==> src/rtl/seven_segment_scanner.sv <==
// Multiplexed hex driver for NUM_DIGITS seven-segment digits: round-robin scan, per-digit decimal
// point, leading-zero blanking, PWM brightness and frame-aligned double-buffered data loading.
module seven_segment_scanner #(
    parameter int unsigned NUM_DIGITS     = 4,
    parameter int unsigned CLK_DIV        = 50000,
    parameter int unsigned BRIGHT_BITS    = 4,
    parameter bit          SEG_ACTIVE_LOW = 1'b1,
    parameter bit          AN_ACTIVE_LOW  = 1'b1
) (
    input  logic                      clk,
    input  logic                      rst_n,
    input  logic                      en,
    input  logic                      load,
    input  logic [4*NUM_DIGITS-1:0]   value,
    input  logic [NUM_DIGITS-1:0]     dp_in,
    input  logic                      blank_zeros,
    input  logic [BRIGHT_BITS-1:0]    brightness,
    output logic [6:0]                seg,
    output logic                      dp,
    output logic [NUM_DIGITS-1:0]     an,
    output logic                      frame_done
);

    localparam int unsigned PW   = (CLK_DIV > 1) ? $clog2(CLK_DIV) : 1;
    localparam int unsigned IW   = $clog2(NUM_DIGITS);
    localparam int unsigned STEP = CLK_DIV >> BRIGHT_BITS;

    localparam logic [PW-1:0]         PS_LAST  = PW'(CLK_DIV - 1);
    localparam logic [IW-1:0]         IDX_LAST = IW'(NUM_DIGITS - 1);
    localparam logic [6:0]            SEG_OFF  = SEG_ACTIVE_LOW ? 7'h7F : 7'h00;
    localparam logic                  DP_OFF   = SEG_ACTIVE_LOW;
    localparam logic [NUM_DIGITS-1:0] AN_OFF   = AN_ACTIVE_LOW ? '1 : '0;

    logic [PW-1:0]            ps_q, ps_d;
    logic [IW-1:0]            idx_q, idx_d;
    logic [4*NUM_DIGITS-1:0]  stg_value_q, stg_value_d;
    logic [NUM_DIGITS-1:0]    stg_dp_q, stg_dp_d;
    logic                     stg_blank_q, stg_blank_d;
    logic                     pend_q, pend_d;
    logic [4*NUM_DIGITS-1:0]  sh_value_q, sh_value_d;
    logic [NUM_DIGITS-1:0]    sh_dp_q, sh_dp_d;
    logic                     sh_blank_q, sh_blank_d;
    logic [6:0]               seg_q, seg_d;
    logic                     dp_q, dp_d;
    logic [NUM_DIGITS-1:0]    an_q, an_d;

    logic                     ps_last, wrap;
    logic [NUM_DIGITS-1:0]    lead_zero;
    logic [NUM_DIGITS-1:0]    onehot;
    logic [3:0]               nib;
    logic                     dp_sel, lz_sel, blank, lit_window;
    logic [6:0]               seg_raw;
    logic [31:0]              thr;

    function automatic logic [6:0] hex7(input logic [3:0] n);
        logic [6:0] s;
        case (n)
            4'h0: s = 7'h3F;
            4'h1: s = 7'h06;
            4'h2: s = 7'h5B;
            4'h3: s = 7'h4F;
            4'h4: s = 7'h66;
            4'h5: s = 7'h6D;
            4'h6: s = 7'h7D;
            4'h7: s = 7'h07;
            4'h8: s = 7'h7F;
            4'h9: s = 7'h6F;
            4'hA: s = 7'h77;
            4'hB: s = 7'h7C;
            4'hC: s = 7'h39;
            4'hD: s = 7'h5E;
            4'hE: s = 7'h79;
            default: s = 7'h71;
        endcase
        return s;
    endfunction

    // Slot prescaler and digit index
    always_comb begin
        ps_last = (ps_q == PS_LAST);
        wrap    = ps_last && (idx_q == IDX_LAST);
        ps_d    = ps_last ? '0 : ps_q + 1'b1;
        idx_d   = idx_q;
        if (ps_last) begin
            idx_d = (idx_q == IDX_LAST) ? '0 : idx_q + 1'b1;
        end
    end

    // Staging captures every load; shadow only changes at a frame wrap (or at once while dark),
    // so a load landing on the wrap cycle stays pending until the following wrap.
    always_comb begin
        stg_value_d = stg_value_q;
        stg_dp_d    = stg_dp_q;
        stg_blank_d = stg_blank_q;
        pend_d      = pend_q;
        sh_value_d  = sh_value_q;
        sh_dp_d     = sh_dp_q;
        sh_blank_d  = sh_blank_q;
        if (pend_q && (wrap || !en)) begin
            sh_value_d = stg_value_q;
            sh_dp_d    = stg_dp_q;
            sh_blank_d = stg_blank_q;
            pend_d     = 1'b0;
        end
        if (load) begin
            stg_value_d = value;
            stg_dp_d    = dp_in;
            stg_blank_d = blank_zeros;
            pend_d      = 1'b1;
        end
    end

    always_comb begin
        logic run;
        run = 1'b1;
        lead_zero = '0;
        for (int unsigned k = 0; k < NUM_DIGITS; k++) begin
            run = run && (sh_value_q[4*(NUM_DIGITS-1-k) +: 4] == 4'h0);
            lead_zero[NUM_DIGITS-1-k] = run;
        end
    end

    always_comb begin
        onehot = '0;
        nib    = 4'h0;
        dp_sel = 1'b0;
        lz_sel = 1'b0;
        for (int unsigned i = 0; i < NUM_DIGITS; i++) begin
            if (idx_q == IW'(i)) begin
                onehot[i] = 1'b1;
                nib       = sh_value_q[4*i +: 4];
                dp_sel    = sh_dp_q[i];
                lz_sel    = lead_zero[i];
            end
        end
        blank      = sh_blank_q && (idx_q != '0) && lz_sel;
        thr        = (32'(brightness) + 32'd1) * STEP;
        lit_window = en && (32'(ps_q) < thr);
        seg_raw    = blank ? 7'h00 : hex7(nib);
        seg_d      = SEG_ACTIVE_LOW ? ~seg_raw : seg_raw;
        dp_d       = SEG_ACTIVE_LOW ? ~dp_sel : dp_sel;
        an_d       = lit_window ? onehot : '0;
        if (AN_ACTIVE_LOW) begin
            an_d = ~an_d;
        end
    end

    always_ff @(posedge clk or negedge rst_n) begin
        if (!rst_n) begin
            ps_q        <= '0;
            idx_q       <= '0;
            stg_value_q <= '0;
            stg_dp_q    <= '0;
            stg_blank_q <= 1'b0;
            pend_q      <= 1'b0;
            sh_value_q  <= '0;
            sh_dp_q     <= '0;
            sh_blank_q  <= 1'b0;
            seg_q       <= SEG_OFF;
            dp_q        <= DP_OFF;
            an_q        <= AN_OFF;
        end else begin
            ps_q        <= ps_d;
            idx_q       <= idx_d;
            stg_value_q <= stg_value_d;
            stg_dp_q    <= stg_dp_d;
            stg_blank_q <= stg_blank_d;
            pend_q      <= pend_d;
            sh_value_q  <= sh_value_d;
            sh_dp_q     <= sh_dp_d;
            sh_blank_q  <= sh_blank_d;
            seg_q       <= seg_d;
            dp_q        <= dp_d;
            an_q        <= an_d;
        end
    end

    assign seg        = seg_q;
    assign dp         = dp_q;
    assign an         = an_q;
    assign frame_done = wrap;

endmodule

==> config.mk <==
export PLATFORM = sky130hd
export DESIGN_NAME = seven_segment_scanner
export DESIGN_NICKNAME = d
export VERILOG_FILES = /design/src/rtl/seven_segment_scanner.sv
export SDC_FILE = /design/constraint.sdc
export NUM_CORES = 1
export LEC_CHECK = 0
export ABC_CLOCK_PERIOD_IN_PS = 3100
export CORE_ASPECT_RATIO = 0.75
export CORE_UTILIZATION = 50
export CTS_BUF_LIST = sky130_fd_sc_hd__clkbuf_16
export CTS_CLUSTER_DIAMETER = 100
export CTS_CLUSTER_SIZE = 30
export DETAILED_ROUTE_END_ITERATION = 16
export DONT_BUFFER_PORTS = 1
export PLACE_DENSITY = 0.71
export SLEW_MARGIN = 10
export SYNTH_ARGS = -nofsm -noshare
export SYNTH_HDL_FRONTEND = slang
export SYNTH_SLANG_ARGS = --single-unit
==> constraint.sdc <==
create_clock -name clk -period 3.1 [get_ports clk]
set_clock_uncertainty 0.15 [all_clocks]
set_input_delay 0.31 -clock clk [delete_from_list [all_inputs] [get_ports clk]]
set_output_delay 0.31 -clock clk [all_outputs]
set_load 0.02 [all_outputs]
==> results_dict.tcl, run 1 <==
set metrics [dict create \
    synth_compound_area_share_pct 11.4 \
    ys_warn_count 0 \
    synth.distinct_cells 55 \
    dp_hpwl_um 7440 \
    p_leak_nw 2.64 \
    cts-root-buf "clkbuf_16" \
    synth_fa_ha_area_share_pct 15.3 \
    hold_viol 0 \
    syn-instance-count 426 \
    finalSetupViolations 4 \
    synthArstFlopShare_pct 100 \
    antenna_found_initial 0 \
    post-route-period-util_pct 124 \
    dieWidth_um 113 \
    rsz0062_at_grt "true" \
    dp_slack_ns -1.18 \
    power.density_nw_per_um2 540 \
    cp-start-kind "input port" \
    nFillCells 694 \
    clk-insertion-delay-late_ns 0.33 \
    portBuffers 0 \
    synth_top_family_by_area "adder cells" \
    synth_xor_area_share_pct 5.30 \
    whs_ns 0.281 \
    finalCriticalPeriod_ns 3.85 \
    synth-edff-count 0 \
    drt_pass1_iterations 4 \
    cts_tree "done" \
    layout-drive-gt1-share_pct 28.1 \
    slew_viol_final 0 \
    worstSetupEndpointType "flop" \
    synth_mux_area_share_pct 12.5 \
    setup.worst_path.class "input port to flop" \
    syn_avg_cell_area_um2 10.9 \
    core_um2 9010 \
    ctsHtreeMaxLevel 3 \
    slew_headroom_pct 30.2 \
    antenna_left 0 \
    placementRows 30 \
    cts_made_buffers 9 \
    chipHeight_um 85.3 \
    grt_max_degree 74 \
    postSynthRegisterBits 73 \
    status "finished, violations left" \
    drt_iter0_markers 172 \
    max_cap_violations 0 \
    grt-ovfl-total 0 \
    clk_path_buf_depth 2 \
    synthToLayoutAreaGrowth_pct 24.1 \
    numClockSinks 73 \
    swShare_pct 30.6 \
    grt_pass1_vias 3509 \
    synth_nets 511 \
    yosysSeqAreaShare_pct 39.8 \
    diodes 0 \
    synth_flop_cell "dfrtp_1" \
    seqPwrFrac_pct 39.5 \
    track_usage_pct 23.2 \
    syn_area_um2 4630 \
    p_total_mw 3.10 \
    drc 0 \
    path_clk_slew_ns 0.05 \
    worstPathMaxFanout 7 \
    drt-wirelength-per-cell_um 17.3 \
    initial_core_util_pct 51.4 \
    gp_congestion 0.870 \
    synth_simple_gate_area_share_pct 11.8 \
    grt_pass1_wl_um 17200 \
    min_path_type "flop to flop" \
    p_int_mw 2.15 \
    wirelength_um 10500 \
    ir_worst_vdd_mv 0.397 \
    nets 575 \
    arrival_ns 3.92 \
    vias_per_cell 5.76 \
    dieArea_um2 9650 \
    pwr-share-clk_pct 28.4 \
    vias 3491 \
    pwr-share-comb_pct 32.1 \
    pin_count 42 \
    crit_required_ns 3.17 \
    fmax_mhz 260 \
    switching_power_uw 949 \
    setup_slack_ns -0.749 \
    violations "setup timing" \
    worstMarginPinSlew_ns 1.04 \
]
## layer usage
layer  track usage (%)  wire, um  vias up
met5                 0         0        -
met4              8.25       139        0
met3              6.14       515       14
met2              34.4      4660       94
met1              32.8      5140     1712
li1                  -         -     1671
## Yosys cell counts (4+ instances only)
master	instances	area, um2
mux2_2	22	248
clkbuf_1	5	18.8
nand3_1	13	65.1
mux2_4	20	300
dfrtp_1	61	1530
a21o_1	8	60.1
a31oi_1	4	25.0
inv_1	31	116
dfstp_2	12	315
nor3_1	5	25.0
xnor2_1	14	123
nand2_1	23	86.3
o311ai_0	7	61.3
o21ai_0	9	45.0
a21oi_1	23	115
nor2_1	25	93.8
ha_1	55	688
nor2b_1	4	25.0
xor2_1	14	123
nand4_1	6	37.5
nor4_1	5	31.3
## path summary, 6_finish.rpt
path | start | to | slack, ns | cells past startpoint
min in group asynchronous | rst_n | sh_value_q[15]$_DFFE_PN0P_ | 0.42 | 2
worst max-delay path | brightness[0] | an[2]$_DFF_PN1_ | -0.75 | 18
worst max register to register | idx_q[1]$_DFFE_PN0N_ | seg[5]$_DFF_PN1_ | 0.31 | 10
max in group asynchronous | rst_n | an[0]$_DFF_PN1_ | 2.08 | 2
worst min register to register | sh_dp_q[3]$_DFFE_PN0P_ | dp$_DFF_PN1_ | 0.28 | 1
worst min-delay path | sh_dp_q[3]$_DFFE_PN0P_ | dp$_DFF_PN1_ | 0.28 | 1
## layout by cell type (no fill, tap or decap), types with 11 or more instances in the layout
cell / count
dfrtp_1: 61
mux2_2: 22
nand2_1: 23
inv_1: 31
dlygate4sd3_1: 24
dfstp_2: 12
nor2_1: 25
buf_4: 39
mux2_4: 20
ha_1: 46
a21oi_1: 20
xnor2_1: 12
nand3_1: 11
xor2_1: 13
## critical path, cell delays in order
cell      delay [ns]
ha_4            0.16
xor2_4          0.16
ha_2            0.20
xor2_1          0.16
ha_1            0.31
ha_4            0.28
ha_4            0.21
a21oi_4         0.17
o21ai_2         0.08
a21o_1          0.23
a31oi_1         0.21
xor2_1          0.17
ha_1            0.28
and3_1          0.19
a221oi_2        0.24
o21ai_1         0.12
o22ai_2         0.29
o311ai_2        0.14
## layout make-up
cell class                 count  area, um2  area share, %
clock inverter                 6       27.5          0.479
sequential                    73       1840           32.1
inverter                      31        116           2.03
timing repair buffer          64        561           9.76
clock buffer                   9        225           3.92
tap                          112        140           2.44
multi-input combinational    311       2830           49.3
## timing repair
action / 4_1_cts / 5_1_grt
setup buffers: 0 / 2
hold buffers: 25 / 0
setup endpoints to repair: 4 / 4
pin swaps: 13 / 1
resized for setup: 10 / 7
hold endpoints to repair: 99 / 0
## power groups by stage
stage / clock network (mW) / logic, mW / registers [mW]
6_report: 0.881 / 0.994 / 1.23
5_1_grt: 0.943 / 1.10 / 1.24
4_1_cts: 0.901 / 0.969 / 1.22
3_5_place_dp: 0 / 0.892 / 1.24
3_3_place_gp: 0 / 0.864 / 1.23
2_1_floorplan: 0 / 0.650 / 1.21
## per-stage QoR
stage | cells | utilization, % | setup TNS [ns] | cell area, um2
floorplan | 426 | - | -3.30 | 4750
global placement | 564 | 56.7 | -3.87 | 5100
detailed placement | 564 | 56.7 | -4.64 | 5100
CTS | 604 | 63.2 | -2.65 | 5690
global route | 606 | 63.8 | -3.63 | 5740
finish | 606 | 63.8 | -2.95 | 5740
## cell families after synthesis
kind of cell             after synthesis
AO/OA/AOI/OAI                         77
XOR/XNOR                              28
adder cells (fa/ha/maj)               56
buffers and inverters                 42
flip-flops                            73
multiplexers                          44
other                                  1
AND/OR/NAND/NOR                      105
## sequential cells by signal (all words and copies together) (netlist names)
register     count
stg_blank_q      1
stg_value_q     16
seg              7
idx_q            2
sh_dp_q          4
pend_q           1
sh_blank_q       1
dp               1
sh_value_q      16
ps_q            16
an               4
stg_dp_q         4
No activity file was read; power rests on OpenSTA's default activity.
==> inputs of run 2 (changes only) <==
==> constraint.sdc (replaced) <==
create_clock -name clk -period 3.1 [get_ports clk]
set_clock_uncertainty 0.15 [all_clocks]
set_input_delay 0 -clock clk [delete_from_list [all_inputs] [get_ports clk]]
set_output_delay 0 -clock clk [all_outputs]
set_load 0.02 [all_outputs]
==> run 2 against run 1 <==
  * The run still ends with setup timing left
  * First-iteration DRC count increased by 24%
  * Maximum frequency increased by 8.8%
  * Cell area increased by 1.5%
  * Wire length decreased by 0.20%
  * Count of clock-buffer cells in the layout unchanged
  * Sequential cell count unchanged
  * Setup slack improved by 0.31 ns
  * Register-to-register slack got worse by 0.03 ns
  * Clock power increased by 23%
==> results_dict.tcl, run 2 (synthesis results as in run 1) <==
set metrics [dict create \
    clk_path_buf_depth 2 \
    cts_tree "done" \
    finalSetupViolations 4 \
    ir_worst_vdd_mv 0.412 \
    synthToLayoutAreaGrowth_pct 26.0 \
    final_common_cell "dfrtp_1" \
    portBuffers 0 \
    p_leak_nw 2.67 \
    slew_headroom_pct 29.6 \
    chipHeight_um 85.3 \
    drt_pass1_iterations 4 \
    track_usage_pct 23.3 \
    power.density_nw_per_um2 567 \
    layout-drive-gt1-share_pct 28.9 \
    post-route-period-util_pct 114 \
    gp_congestion 0.870 \
    vias 3528 \
    initial_core_util_pct 51.4 \
    final_area_um2 5830 \
    dpl-instance-area_um2 5100 \
    diodes 0 \
    max_cap_violations 0 \
    rsz0062_at_grt "true" \
    worstSetupEndpointType "flop" \
    dieArea_um2 9650 \
    nFillCells 667 \
    hold_viol 0 \
    fmax_mhz 283 \
    cts_made_buffers 9 \
    min_path_type "input port to async pin" \
    finalCriticalPeriod_ns 3.54 \
    placementRows 30 \
    worstPathMaxFanout 7 \
    setup_slack_ns -0.439 \
    cp-start-kind "input port" \
    core_um2 9010 \
    antenna_left 0 \
    status "finished, violations left" \
    clk-insertion-delay-late_ns 0.34 \
    vias_per_cell 5.82 \
    drt_iter0_markers 214 \
    grt-ovfl-total 0 \
    numClockSinks 73 \
    ctsHtreeMaxLevel 3 \
    antenna_found_initial 0 \
    pin_count 42 \
    wirelength_um 10400 \
    grt_pass1_vias 3441 \
    dp_hpwl_um 7440 \
    dieWidth_um 113 \
    drt-wirelength-per-cell_um 17.2 \
    setup.worst_path.class "input port to flop" \
    arrival_ns 3.63 \
    path_clk_slew_ns 0.06 \
    nets 574 \
    cts-root-buf "clkbuf_16" \
    p_total_mw 3.30 \
    grt_pass1_wl_um 17200 \
    drc 0 \
    grt_max_degree 74 \
    crit_required_ns 3.20 \
    worstMarginPinSlew_ns 1.05 \
    slew_viol_final 0 \
    layout_common_cells "dfrtp_1 (61), ha_1 (45), buf_4 (38)" \
    top_regs "ps_q: 16 flops, sh_value_q: 16 flops, stg_value_q: 16 flops" \
    violations "setup timing" \
]
-- run 2: cell types whose count changed in the layout (fill, tap and decap cells not counted), moves of 2 or more --
| cell | delta |
|---|---|
| bufinv_16 | +2 |
| clkinv_1 | -3 |
| clkinv_2 | +2 |
| ha_4 | +2 |
-- run 2: area by class of cell --
type                    count  area, um2  share of cell area, %
multi-input cells         311       2870                   49.2
well taps                 112        140                   2.40
inverters                  31        116                   2.00
repair buffers             63        553                   9.48
clock buffers               9        225                   3.86
clock inverters             7       86.3                   1.48
flip-flops and latches     73       1840                   31.6
-- run 2: routing by layer --
metal	track usage, %	wire [um]	vias up	part of all wire (%)
li1	-	-	1674	-
met4	7.89	191	0	1.8
met5	0	0	-	0
met3	6.14	600	18	5.8
met1	33.1	4950	1729	47
met2	34.6	4690	107	45
-- run 2: path summary, 6_finish.rpt --
path,start,to,slack [ns],cells after the start
max,brightness[0],an[0]$_DFF_PN1_,-0.44,18
min,rst_n,ps_q[12]$_DFF_PN0_,0.08,2
max reg2reg,idx_q[0]$_DFFE_PN0N_,seg[5]$_DFF_PN1_,0.28,10
min reg2reg,sh_dp_q[3]$_DFFE_PN0P_,dp$_DFF_PN1_,0.29,1
max in group asynchronous,rst_n,dp$_DFF_PN1_,2.41,2
min in group clk,blank_zeros,stg_blank_q$_DFFE_PN0P_,0.19,2
-- run 2: power by group --
group	total [mW]	internal, mW	leakage (nW)	switching, mW
registers	1.23	1.10	0.866	0.128
logic	1.00	0.536	1.65	0.466
clock network	1.08	0.696	0.156	0.380
total	3.30	2.33	2.67	0.974
-- run 2: worst max-delay path, cell delays in order --
cell and delay (ns):
ha_4 0.16, xor2_4 0.16, ha_4 0.17, xor2_1 0.16
ha_1 0.32, ha_4 0.29, ha_4 0.21, a21oi_4 0.16
o21ai_2 0.08, a21o_1 0.24, a2111oi_4 0.29, nor3_1 0.09
ha_1 0.31, and4_1 0.18, nand2_1 0.07, a311oi_2 0.29
o22ai_2 0.19, o311ai_2 0.29
-- run 2: timing repair --
item	4_1_cts	5_1_grt
hold endpoints to repair	99	0
hold buffers	25	0
setup buffers	1	0
pin swaps	14	9
endpoints found under the setup margin	4	4
gates resized for setup	10	9
-- run 2: per-stage QoR --
stage               TNS (ns)  setup WS (ns)  hold WS (ns)  util [%]  instances
floorplan              -2.06         -0.533        -0.446         -        426
global placement       -2.63         -0.678        -0.444      56.7        564
detailed placement     -3.42         -0.910        -0.443      56.7        564
CTS                    -1.40         -0.391        0.0857      63.9        606
global route           -2.33         -0.597         0.126      64.7        606
finish                 -1.70         -0.439        0.0836      64.7        606
